==> config.mk <==
export PLATFORM = sky130hd
export DESIGN_NAME = comp_serial_ctrl
export DESIGN_NICKNAME = d
export VERILOG_FILES = /design/src/rtl/comp_serial_ctrl.sv
export SDC_FILE = /design/constraint.sdc
export NUM_CORES = 1
export LEC_CHECK = 0
export CORE_ASPECT_RATIO = 1.75
export CORE_MARGIN = 2
export CORE_UTILIZATION = 40
export CTS_CLUSTER_SIZE = 28
export DETAILED_ROUTE_END_ITERATION = 7
export GPL_ROUTABILITY_DRIVEN = 1
export HOLD_SLACK_MARGIN = 0.02
export PLACE_DENSITY = 0.72
export SYNTH_ARGS = -nofsm -noshare
export SYNTH_HDL_FRONTEND = slang
export SYNTH_SLANG_ARGS = --single-unit
==> constraint.sdc <==
create_clock -name clk -period 3 [get_ports clk]
set_clock_uncertainty 0.15 [all_clocks]
set_input_delay 0.3 -clock clk [delete_from_list [all_inputs] [get_ports clk]]
set_output_delay 0.3 -clock clk [all_outputs]
set_load 0.02 [all_outputs]
==> src/rtl/comp_serial_ctrl.sv <==
`default_nettype none
// ============================================================================
//  Module      : comp_serial_ctrl
//  Description : Bit-serial N-bit magnitude comparison sequencer. Drives one
//                shared 1-bit comparator MSB first, stops at the first
//                unequal bit and reports a registered gt/lt/eq/err result
//                together with a one-cycle done pulse.
//  Revision    : 1.0 - initial release
// ============================================================================
module comp_serial_ctrl #(
    parameter int WIDTH = 8,
    parameter int IDX_W = $clog2(WIDTH)
) (
    input  logic             clk,
    input  logic             rst,
    input  logic             start,
    input  logic [WIDTH-1:0] a,
    input  logic [WIDTH-1:0] b,
    output logic             ready,
    output logic             busy,
    output logic             done,
    output logic             gt,
    output logic             lt,
    output logic             eq,
    output logic             err,
    output logic             cmp_a,
    output logic             cmp_b,
    input  logic             cmp_gt,
    input  logic             cmp_lt,
    input  logic             cmp_eq
);

    typedef enum logic [1:0] {
        S_IDLE = 2'd0,
        S_RUN  = 2'd1,
        S_DONE = 2'd2
    } state_t;

    localparam logic [IDX_W-1:0] c_idx_top = IDX_W'(WIDTH - 1);

    state_t           r_state;
    state_t           w_state_nxt;
    logic [IDX_W-1:0] r_idx;
    logic [WIDTH-1:0] r_a;
    logic [WIDTH-1:0] r_b;
    logic             r_gt;
    logic             r_lt;
    logic             r_eq;
    logic             r_err;
    logic             w_onehot;
    logic             w_decide;

    // Comparator flags are trusted only when exactly one of them is raised.
    assign w_onehot = ({cmp_gt, cmp_lt, cmp_eq} == 3'b100) ||
                      ({cmp_gt, cmp_lt, cmp_eq} == 3'b010) ||
                      ({cmp_gt, cmp_lt, cmp_eq} == 3'b001);

    // The current bit pair settles the comparison (fault, unequal or LSB reached).
    assign w_decide = !w_onehot || cmp_gt || cmp_lt || (r_idx == '0);

    // State register.
    always_ff @(posedge clk or posedge rst) begin
        if (rst) begin
            r_state <= S_IDLE;
        end else begin
            r_state <= w_state_nxt;
        end
    end

    // Next-state logic.
    always_comb begin
        w_state_nxt = r_state;
        case (r_state)
            S_IDLE:  if (start) w_state_nxt = S_RUN;
            S_RUN:   if (w_decide) w_state_nxt = S_DONE;
            S_DONE:  w_state_nxt = S_IDLE;
            default: w_state_nxt = S_IDLE;
        endcase
    end

    // Operand latch, bit index walk and result flags.
    always_ff @(posedge clk or posedge rst) begin
        if (rst) begin
            r_idx <= c_idx_top;
            r_a   <= '0;
            r_b   <= '0;
            r_gt  <= 1'b0;
            r_lt  <= 1'b0;
            r_eq  <= 1'b0;
            r_err <= 1'b0;
        end else begin
            case (r_state)
                S_IDLE: begin
                    if (start) begin
                        r_a   <= a;
                        r_b   <= b;
                        r_idx <= c_idx_top;
                        r_gt  <= 1'b0;
                        r_lt  <= 1'b0;
                        r_eq  <= 1'b0;
                        r_err <= 1'b0;
                    end
                end
                S_RUN: begin
                    if (!w_onehot) begin
                        r_err <= 1'b1;
                        r_gt  <= 1'b0;
                        r_lt  <= 1'b0;
                        r_eq  <= 1'b0;
                    end else if (cmp_gt) begin
                        r_gt <= 1'b1;
                    end else if (cmp_lt) begin
                        r_lt <= 1'b1;
                    end else if (r_idx == '0) begin
                        r_eq <= 1'b1;
                    end else begin
                        r_idx <= r_idx - 1'b1;
                    end
                end
                default: begin
                end
            endcase
        end
    end

    assign ready = (r_state == S_IDLE);
    assign busy  = (r_state == S_RUN);
    assign done  = (r_state == S_DONE);
    assign gt    = r_gt;
    assign lt    = r_lt;
    assign eq    = r_eq;
    assign err   = r_err;
    // Comparator inputs are quiet outside RUN.
    assign cmp_a = busy & r_a[r_idx];
    assign cmp_b = busy & r_b[r_idx];

endmodule
`default_nettype wire

-- Word level (Yosys, flattened, before mapping)
Cells that the tools add are included.
- equality and inequality tests: 17
- reduce and logical (&&, ||, !) cells: 16
- bitwise gates (word level): 2
- $add $sub $neg: 1
- magnitude comparators: 1
- multiplexer cells: 28
- operator list (kind ; number):
    2-to-1 mux 3 bit ; 5
    2-to-1 mux 1 bit ; 13
    != test 3 bit (second input constant) ; 4
    != test 2 bit (second input constant) ; 5
    one-hot mux 1 bit (2 select lines) ; 4
    binary-select mux 1 bit (select 3 bit) ; 2
    one-hot mux 3 bit (2 select lines) ; 1
    AND reduction 3 bit ; 2
    AND reduction 6 bit ; 1
    logical OR 1 bit ; 5
    AND reduction 5 bit ; 1
    less-than comparator 3 x 4 -> 1 bit (second input constant) ; 1
    2-to-1 mux 2 bit ; 2
    != test 2 x 1 -> 1 bit (second input constant) ; 2
    one-hot mux 2 bit (2 select lines) ; 1
    AND reduction 2 bit ; 2
    AND reduction 4 bit ; 1
    equality test 3 x 1 -> 1 bit (second input constant) ; 1
    equality test 3 x 2 -> 1 bit (second input constant) ; 1
    equality test 3 bit (second input constant) ; 1
    zero test 3 bit ; 1
    != test 3 x 2 -> 1 bit (second input constant) ; 1
    subtractor 3 x 1 -> 3 bit (second input constant) ; 1
    bitwise AND 1 bit ; 2
    5 further kinds ; 5
- bits of input ports: 22
- word-level logic and storage cells: 73
- bits in registers: 25

-- Depth between registers and ports, before layout
Gate-level depths: netlist of the first run.
- depth after elaboration: 9
- mapped depth: 6

-- Worst setup path after synthesis of the first run
No wires, ideal clock.
- kind: register to output
- start: reg r_idx[0]
- end: out cmp_b
- path buffers: 1
- setup slack: 1.139 ns
- arrival time: 1.411 ns
- cell stages (with the launch flop): 4
- path through: dfstp_2 -> buf_6 -> mux4_2 -> a22o_1
- word-level cells in the longest chain between the ends: 3
- ends and longest elaborated chain (what ; RTL line ; RTL):
    start, declared ; 43 ; logic [IDX_W-1:0] r_idx;
    start signal, assigned ; 84 ; r_idx <= c_idx_top;
    start signal, assigned ; 97 ; r_idx <= c_idx_top;
    start signal, assigned ; 117 ; r_idx <= r_idx - 1'b1;
    binary-select mux 1 bit (select 3 bit) ; 135 ; assign cmp_b = busy & r_b[r_idx];
    2-to-1 mux 1 bit (not written as such) ; 135 ;
    bitwise AND 1 bit ; 135 ;
    end, declared ; 27 ; output logic cmp_b,
No other way between the ends. The select of a mux whose other input is x is not followed.

-- Final worst setup path of the first run
Same ends and word-level chain as after synthesis.

==> out/qor.yml, run 1 <==
critPathSlowestCell: "dfstp_2"
area_growth_pct: 28.5
min_path_cells: 1
combPwrFrac_pct: 30.7
cts-root-buf: "clkbuf_8"
cts.reportedPaths.clkPinSlew_ns: 0.08
crit_fanout: 7
core_mm2: 0.00293
r2r_cells: 3
wl_um: 2250
post-route-min-period_ns: 2.66
drt_iter0_drc: 19
worstPathRequired_ns: 2.55
globalplace.congestion: 0.746
postSynthCellCount: 90
r2r-end: "r_a[6]$_DFFE_PP0P_"
nets: 147
fin_crit_sh_pct: 88.6
layout_common_cells: "30 x clkdlybuf4s50_1, 22 x dfrtp_1, 16 x mux2_1"
cp_cell_sequence: "mux4_2 > a22o_1 > clkdlybuf4s50_1"
drv_cap: 0
synth_xor_area_share_pct: 0.706
cp-endpoint: "cmp_b"
grt_overflow: 0
min_path_type: "reg -> reg"
portBuffers: 30
ir_drop_v: 0.000318
cp.buffers_inverters: 1
crit_type: "reg -> out"
chipHeight_um: 77.7
cts_buffers: 3
synth-adder-area-share_pct: 2.02
finalMaxSlewViolations: 0
grt_pass1_vias: 832
routedWlPerCell_um: 15.0
design_area_mm2: 0.00160
drive_gt1_share_pct: 14.8
synth-seq-cells: 25
synthMuxAreaShare_pct: 23.4
endpoint_kind: "output pin"
synth_top_family_by_area: "multiplexers"
seq_power_share_pct: 49.3
power_leakage_uw: 0.000694
reg2reg_slack_ns: 1.37
p_switching_uw: 286
final_common_cell: "clkdlybuf4s50_1"
drtPass1Iterations: 4
post_cts_resize_count: 0
start_util_pct: 42.4
synth_cell_types: 29
worst_pin_slew_ns: 0.933
switching_share_pct: 28.9
track_usage_pct: 14.8
worstPathArrival_ns: 2.21
std_cell_rows: 26
clock.fmax_mhz: 376
synth-simple-area-share_pct: 11.1
path_delay_family: "flip-flops"
hold_violations: 0
grt_max_degree: 26
vias: 821
io_pins: 31
totalPowerFinal_uw: 990
post_cts_buffers: 0
die_w_um: 46.1
antenna_found_initial: 0
finalSetupViolations: 0
antenna_cells: 0
ant_nets: 0
vias_per_cell: 5.47
rsz0062_at_grt: "no"
internal-power_uw: 704
synth_seq_area_share_pct: 50.7
syn-num-nets: 114
crit_start: "r_idx[0]$_DFFE_PP1P_"
cts_tree: "built"
cts_num_sinks: 25
maxSlewHeadroom_pct: 37.7
slowest_delay_ns: 0.63
cp_num_cells: 3
netlist_area_mm2: 0.00124
dieArea_mm2: 0.00358
pwr_density_cell_mw_per_mm2: 621
dpl_cell_area_mm2: 0.00155
cts_htree_levels: 1
status: "completed"
tns_ns: 0
clock_path_buffers: 2
power_frac_clock_pct: 20.0
postSynthAreaPerCell_um2: 13.8
rr_startpoint: "r_state[1]$_DFFE_PP0P_"
worstSkewPairLatency_ns: 0.27
dp_hpwl_um: 1740
drc_errors: 0
ys_warn_count: 0
synth_compound_area_share_pct: 7.26
cts_hold_buf: 0
critPathLaunchType: "register"
grt_pass1_wl_um: 3730
==> per-stage QoR <==
step,worst slack (ns),std cells,hold slack (ns),util [%]
CTS,0.319,150,0.337,54.5
global placement,0.671,146,0.315,52.9
global route,0.267,150,0.350,54.5
detailed placement,0.629,146,0.318,52.9
finish,0.341,150,0.333,54.5
floorplan,1.14,90,0.175,-
==> metal layers <==
layer / wire [um] / track usage, % / vias up
li1: - / - / 389
met1: 893 / 17.1 / 403
met2: 1200 / 23.6 / 24
met3: 75 / 2.09 / 5
met4: 73 / 10.3 / 0
met5: 0 / 0 / -
==> final cells by class <==
class                      instances  area [um2]
fill                             257        1330
sequential                        25         629
multi-input combinational         55         552
timing repair buffer              31         308
clock buffer                       4        45.0
tap                               28        35.0
inverter                           7        26.3
==> worst reg2reg max path, stage by stage, from the launching register on <==
cell,delay (ns)
dfrtp_1,0.48
nor3b_4,0.21
buf_4,0.31
mux2_1,0.37
==> logic make-up (layout without fill, tap and decap cells) <==
kind of cell,Yosys count,after routing
buf+inv,10,42
flops,25,25
fa+ha+maj,2,2
xor+xnor,1,1
simple gates,20,20
compound gates,10,10
mux,22,22
==> power groups by stage <==
stage | registers, uW | logic (uW) | clock network, uW
global route | 500 | 332 | 221
detailed placement | 497 | 309 | 0
finish | 488 | 304 | 198
CTS | 490 | 310 | 206
global placement | 498 | 299 | 0
floorplan | 484 | 205 | 0
==> how the worst min path moves through the flow <==
| stage | start | endpoint | slack (ns) |
|---|---|---|---|
| 2_1_floorplan | rst | eq$_DFFE_PP0P_ | 0.18 |
| 3_3_place_gp | err$_DFFE_PP0P_ | err$_DFFE_PP0P_ | 0.31 |
| 3_5_place_dp | err$_DFFE_PP0P_ | err$_DFFE_PP0P_ | 0.32 |
| 4_1_cts | err$_DFFE_PP0P_ | err$_DFFE_PP0P_ | 0.34 |
| 5_1_grt | err$_DFFE_PP0P_ | err$_DFFE_PP0P_ | 0.35 |
| 6_report | err$_DFFE_PP0P_ | err$_DFFE_PP0P_ | 0.33 |
==> registers in the layout (all words and copies together), names as in the netlist <==
| signal | flops |
|---|---|
| r_b | 8 |
| gt | 1 |
| r_a | 8 |
| eq | 1 |
| lt | 1 |
| r_idx | 3 |
| r_state | 2 |
| err | 1 |
==> synth_stat cells <==
| cell type | n | area share [%] |
|---|---|---|
| dfrtp_1 | 22 | 44 |
| mux2_1 | 16 | 15 |
| inv_1 | 6 | 1.8 |
| nor2_1 | 5 | 1.5 |
| mux4_2 | 4 | 7.3 |
| buf_6 | 3 | 2.7 |
| dfstp_2 | 3 | 6.4 |
| a211oi_2 | 2 | 2.0 |
| a22o_1 | 2 | 1.4 |
| a31oi_1 | 2 | 1.0 |
| ha_1 | 2 | 2.0 |
| mux2i_1 | 2 | 1.6 |
| nand2_1 | 2 | 0.61 |
| nand2b_1 | 2 | 1.0 |
| nor3_1 | 2 | 0.81 |
| nor3b_4 | 2 | 3.0 |
| a21o_1 | 1 | 0.61 |
| a311oi_1 | 1 | 0.71 |
| a41oi_1 | 1 | 0.71 |
| and2_1 | 1 | 0.50 |
| and2b_2 | 1 | 0.71 |
| inv_2 | 1 | 0.30 |
| nand3_1 | 1 | 0.40 |
| nand4_1 | 1 | 0.50 |
| nand4bb_1 | 1 | 0.91 |
| nor2b_1 | 1 | 0.50 |
| nor3b_1 | 1 | 0.61 |
| o31a_2 | 1 | 0.81 |
| xor2_1 | 1 | 0.71 |
No activity file was read; power rests on OpenSTA's default activity.
==> run 2, diff against run 1 <==
CORE_MARGIN = 10   (was 2)
==> run 2 against run 1 <==
Compared with the run above: combinational power about the same; die area rose by 62%; power hardly changed; register-to-register slack about the same; clock power is essentially flat; cell count grew 9.3%; design area increased by 1.1%; first-iteration DRC count stayed put; critical endpoint unchanged; flip-flop and latch count unchanged; clock-buffer cell count stayed put; largest cell class unchanged; largest power group unchanged; core utilization about the same; sequential share of layout area decreased by 0.43 points.
==> out/qor.yml, run 2 (synthesis results as in run 1) <==
critPathSlowestCell: "dfstp_2"  # unchanged
drive_gt1_share_pct: 14.8  # unchanged
clock_path_buffers: 2  # unchanged
grt_max_degree: 26  # unchanged
post-route-min-period_ns: 2.64  # was 2.66 ns
core_mm2: 0.00296  # was 0.00293 mm2
clock.fmax_mhz: 378  # was 376 MHz
start_util_pct: 41.9  # was 42.4%
p_switching_uw: 286  # about the same
setup_ws_ns: 0.355  # was 0.341 ns
vias: 817  # was 821
finalSetupViolations: 0  # unchanged
globalplace.congestion: 0.812  # was 0.746
maxSlewHeadroom_pct: 37.5  # was 37.7%
internal-power_uw: 704  # about the same
reg2reg_slack_ns: 1.37  # about the same
worst_pin_slew_ns: 0.937  # was 0.933 ns
hold_violations: 0  # unchanged
final_common_cell: "clkdlybuf4s50_1"  # unchanged
post_cts_resize_count: 0  # unchanged
pwr_density_cell_mw_per_mm2: 614  # was 621 mW/mm2
die_w_um: 62.1  # was 46.1 um
nets: 147  # unchanged
min_path_type: "reg -> reg"  # unchanged
cp.buffers_inverters: 1  # unchanged
drc_errors: 0  # unchanged
cts-root-buf: "clkbuf_8"  # unchanged
path_delay_family: "flip-flops"  # unchanged
antenna_found_initial: 0  # unchanged
status: "completed"  # unchanged
worstPathArrival_ns: 2.19  # was 2.21 ns
min_path_cells: 1  # unchanged
place_ws_ns: 0.652  # was 0.629 ns
routedWlPerCell_um: 15.7  # was 15.0 um
drt_iter0_drc: 19  # unchanged
fin_crit_sh_pct: 88.2  # was 88.6%
crit_start: "r_idx[0]$_DFFE_PP1P_"  # unchanged
seq_power_share_pct: 49.5  # was 49.3%
worst_hold_startpoint: "r_a[3]$_DFFE_PP0P_"  # was err$_DFFE_PP0P_
finalMaxSlewViolations: 0  # unchanged
ant_nets: 0  # unchanged
endpoint_kind: "output pin"  # unchanged
crit_type: "reg -> out"  # unchanged
fillCellCount: 262  # was 257
worstSkewPairLatency_ns: 0.27  # about the same
portBuffers: 30  # unchanged
drtPass1Iterations: 4  # unchanged
grt_pass1_vias: 857  # was 832
power_frac_clock_pct: 19.7  # was 20.0%
critPathLaunchType: "register"  # unchanged
cp_cell_sequence: "mux4_2 > a22o_1 > clkdlybuf4s50_1"  # unchanged
cts_buffers: 3  # unchanged
r2r-end: "r_idx[0]$_DFFE_PP1P_"  # was r_a[6]$_DFFE_PP0P_
cts.reportedPaths.clkPinSlew_ns: 0.08  # about the same
cts_tree: "built"  # unchanged
ir_drop_v: 0.000524  # was 0.000318 V
combPwrFrac_pct: 30.8  # was 30.7%
holdPathEnd: "r_a[3]$_DFFE_PP0P_"  # was err$_DFFE_PP0P_
power_leakage_uw: 0.000694  # unchanged
wl_um: 2570  # was 2250 um
r2r_cells: 5  # was 3
rsz0062_at_grt: "no"  # unchanged
top_regs: "r_a: 8 flops, r_b: 8 flops, r_idx: 3 flops"  # unchanged
cts_hold_buf: 0  # unchanged
finalNonFillerCells: 164  # was 150
dieArea_mm2: 0.00582  # was 0.00358 mm2
dpl_cell_area_mm2: 0.00157  # was 0.00155 mm2
cts_htree_levels: 1  # unchanged
antenna_cells: 0  # unchanged
std_cell_rows: 26  # unchanged
chipHeight_um: 93.7  # was 77.7 um
worstPathRequired_ns: 2.55  # about the same
rr_startpoint: "r_idx[0]$_DFFE_PP1P_"  # was r_state[1]$_DFFE_PP0P_
area_growth_pct: 29.9  # was 28.5%
layout_common_cells: "30 x clkdlybuf4s50_1, 22 x dfrtp_1, 16 x mux2_1"  # unchanged
grt_overflow: 0  # unchanged
vias_per_cell: 4.98  # was 5.47
crit_fanout: 7  # unchanged
dp_hpwl_um: 2060  # was 1740 um
design_area_mm2: 0.00161  # was 0.00160 mm2
post_cts_buffers: 0  # unchanged
cts_num_sinks: 25  # unchanged
grt_pass1_wl_um: 4220  # was 3730 um
drv_cap: 0  # unchanged
tns_ns: 0  # unchanged
io_pins: 31  # unchanged
switching_share_pct: 28.9  # about the same
slowest_delay_ns: 0.63  # about the same
place_inst: 160  # was 146
track_usage_pct: 9.12  # was 14.8%
==> run 2: how the worst max path moves through the flow <==
stage          endpoint  slack (ns)  cells past startpoint
3_3_place_gp      cmp_b        0.65                      3
4_1_cts           cmp_b        0.34                      3
5_1_grt           cmp_a        0.27                      3
3_5_place_dp      cmp_b        0.65                      3
2_1_floorplan     cmp_b        1.14                      3
6_report          cmp_b        0.36                      3
==> run 2: area by class of cell <==
class	instances	area, um2	area share [%]
Clock buffer	4	45.0	2.79
Inverter	7	26.3	1.63
Multi-Input combinational cell	55	552	34.2
Sequential cell	25	629	39.0
Tap cell	42	52.6	3.26
Timing Repair Buffer	31	308	19.1
==> run 2: metrics by stage <==
| step | hold slack, ns | utilization (%) | power (uW) |
|---|---|---|---|
| 6_report | 0.340 | 54.5 | 990 |
| 2_1_floorplan | 0.175 | - | 689 |
| 4_1_cts | 0.340 | 54.5 | 1010 |
| 3_3_place_gp | 0.313 | 53.0 | 799 |
| 5_1_grt | 0.353 | 54.5 | 1050 |
| 3_5_place_dp | 0.321 | 53.0 | 807 |
==> run 2: worst register-to-register path, delay by kind of cell (launching register included) <==
family / cells / cell delay, ns
DFF: 1 / 0.63
adders and majority gates: 1 / 0.19
AOI/OAI and AO/OA: 2 / 0.31
buffers and inverters: 1 / 0.09
and+or+nand+nor: 1 / 0.17
==> run 2: power by group through the flow <==
stage               clock network [uW]  registers (uW)  logic, uW
floorplan                            0             484        205
global placement                     0             496        303
detailed placement                   0             497        310
CTS                                202             492        312
global route                       215             502        333
finish                             195             490        305
==> run 2: metal layers <==
layer / GRT usage [%] / up-vias / part of all wire (%)
li1: - / 388 / -
met1: 8.85 / 404 / 39
met2: 16.5 / 21 / 52
met3: 3.35 / 4 / 6.4
met4: 4.60 / 0 / 1.7
met5: 0 / - / 0
==> run 3, diff against run 2 <==
CAP_MARGIN = 20   (was default)
CORE_UTILIZATION = 34   (was 40)
PLACE_DENSITY = 0.64   (was 0.72)
==> run 3 against run 2 <==
Compared with the run above: global-route usage is 0.98 points lower; power about the same; combinational power about the same; first-iteration DRC count shrank 16%; critical path depth is the same; register-to-register slack barely moved; flip-flop and latch count unchanged; largest cell class unchanged.
==> out/qor.yml, run 3 (synthesis results as in run 1) <==
endpoint_kind: "output pin"  # unchanged
grt_max_degree: 26  # unchanged
chipHeight_um: 99.9  # was 93.7 um
tns_ns: 0  # unchanged
nets: 147  # unchanged
worst_pin_slew_ns: 0.908  # was 0.937 ns
crit_type: "reg -> out"  # unchanged
wl_um: 2490  # was 2570 um
dp_hpwl_um: 2020  # was 2060 um
crit_start: "r_idx[0]$_DFFE_PP1P_"  # unchanged
globalplace.congestion: 0.788  # was 0.812
top_layer: "met4"  # unchanged
ir_drop_v: 0.000341  # was 0.000524 V
routedWlPerCell_um: 14.8  # was 15.7 um
layout_common_cells: "30 x clkdlybuf4s50_1, 22 x dfrtp_1, 16 x mux2_1"  # unchanged
fillCellCount: 337  # was 262
status: "completed"  # unchanged
reg2reg_slack_ns: 1.36  # was 1.37 ns
cts_num_sinks: 25  # unchanged
final_core_util_pct: 45.1  # was 54.5%
cts.reportedPaths.clkPinSlew_ns: 0.09  # was 0.08 ns
worst_hold_startpoint: "err$_DFFE_PP0P_"  # was r_a[3]$_DFFE_PP0P_
regArea_um2: 629  # unchanged
min_path_cells: 1  # unchanged
grt_pass1_wl_um: 4220  # unchanged
worstPathRequired_ns: 2.55  # about the same
dieArea_mm2: 0.00656  # was 0.00582 mm2
clock_path_buffers: 2  # unchanged
route.met3.wl_um: 195  # was 165 um
cts_buffers: 3  # unchanged
wl_met1_um: 939  # was 1020 um
finalSetupViolations: 0  # unchanged
post_cts_resize_count: 0  # unchanged
path_delay_family: "flip-flops"  # unchanged
cp_cell_sequence: "mux4_2 > a22o_1 > clkdlybuf4s50_1"  # unchanged
portBuffers: 30  # unchanged
io_pins: 31  # unchanged
drv_cap: 0  # unchanged
post-route-min-period_ns: 2.66  # was 2.64 ns
drt_iter0_drc: 16  # was 19
vias: 808  # was 817
pwr_density_cell_mw_per_mm2: 611  # was 614 mW/mm2
drive_gt1_share_pct: 15.6  # was 14.8%
area_growth_pct: 30.4  # was 29.9%
grt_pass1_vias: 925  # was 857
finalMaxSlewViolations: 0  # unchanged
post_cts_buffers: 0  # unchanged
grt_overflow: 0  # unchanged
r2r-end: "r_idx[1]$_DFFE_PP1P_"  # was r_idx[0]$_DFFE_PP1P_
worstSkewPairLatency_ns: 0.27  # about the same
multi_input_area_um2: 552  # unchanged
worstPathArrival_ns: 2.21  # was 2.19 ns
cts_hold_buf: 0  # unchanged
critPathSlowestCell: "dfstp_2"  # unchanged
drtPass1Iterations: 3  # was 4
rr_startpoint: "r_idx[0]$_DFFE_PP1P_"  # unchanged
holdPathEnd: "err$_DFFE_PP0P_"  # was r_a[3]$_DFFE_PP0P_
start_util_pct: 34.6  # was 41.9%
critPathLaunchType: "register"  # unchanged
cts_tree: "built"  # unchanged
antenna_cells: 0  # unchanged
drc_errors: 0  # unchanged
rsz0062_at_grt: "no"  # unchanged
vias_per_cell: 4.81  # was 4.98
hold_violations: 0  # unchanged
clock.fmax_mhz: 376  # was 378 MHz
fin_crit_sh_pct: 88.6  # was 88.2%
slowest_delay_ns: 0.63  # about the same
std_cell_rows: 29  # was 26
ant_nets: 0  # unchanged
cts_htree_levels: 1  # unchanged
wl_met2_um: 1300  # was 1350 um
die_w_um: 65.7  # was 62.1 um
final_common_cell: "clkdlybuf4s50_1"  # unchanged
track_usage_pct: 8.14  # was 9.12%
core_mm2: 0.00359  # was 0.00296 mm2
power_leakage_uw: 0.000697  # was 0.000694 uW
min_path_type: "reg -> reg"  # unchanged
top_regs: "r_a: 8 flops, r_b: 8 flops, r_idx: 3 flops"  # unchanged
antenna_found_initial: 0  # unchanged
maxSlewHeadroom_pct: 39.4  # was 37.5%
crit_fanout: 7  # unchanged
r2r_cells: 5  # unchanged
cts-root-buf: "clkbuf_8"  # unchanged
cp.buffers_inverters: 1  # unchanged
==> run 3: layer usage <==
metal  global-route usage, %  vias to the layer above
met5                       0                        -
met4                    4.80                        0
met3                    2.34                        4
met2                    13.8                       22
met1                    8.53                      387
li1                        -                      395
==> run 3: worst max path at each step <==
stage               endpoint  slack (ns)  cells after the start
floorplan              cmp_b        1.14                      3
global placement       cmp_b        0.67                      3
detailed placement     cmp_b        0.62                      3
CTS                    cmp_b        0.33                      3
global route           cmp_b        0.27                      3
finish                 cmp_b        0.34                      3
==> run 3: final cells by class <==
| cell class | count | share of cell area [%] |
|---|---|---|
| Multi-Input combinational cell | 55 | 34.1 |
| Inverter | 7 | 1.62 |
| Sequential cell | 25 | 38.9 |
| Clock buffer | 3 | 2.55 |
| Timing Repair Buffer | 31 | 19.0 |
| Tap cell | 46 | 3.55 |
| Clock inverter | 1 | 0.309 |
==> run 3: power by group <==
part | switching, uW | internal [uW]
registers | 58.7 | 428
clock network | 106 | 92.9
logic | 123 | 181
==> run 3: stage by stage <==
stage | std cells | area [um2] | total power [uW] | hold slack, ns | setup WS [ns]
after floorplan | 90 | 1240 | 689 | 0.175 | 1.14
after global placement | 164 | 1570 | 801 | 0.314 | 0.671
after detailed placement | 164 | 1570 | 807 | 0.316 | 0.619
after CTS | 168 | 1620 | 1010 | 0.338 | 0.328
after global routing | 168 | 1620 | 1050 | 0.368 | 0.272
final | 168 | 1620 | 990 | 0.331 | 0.342
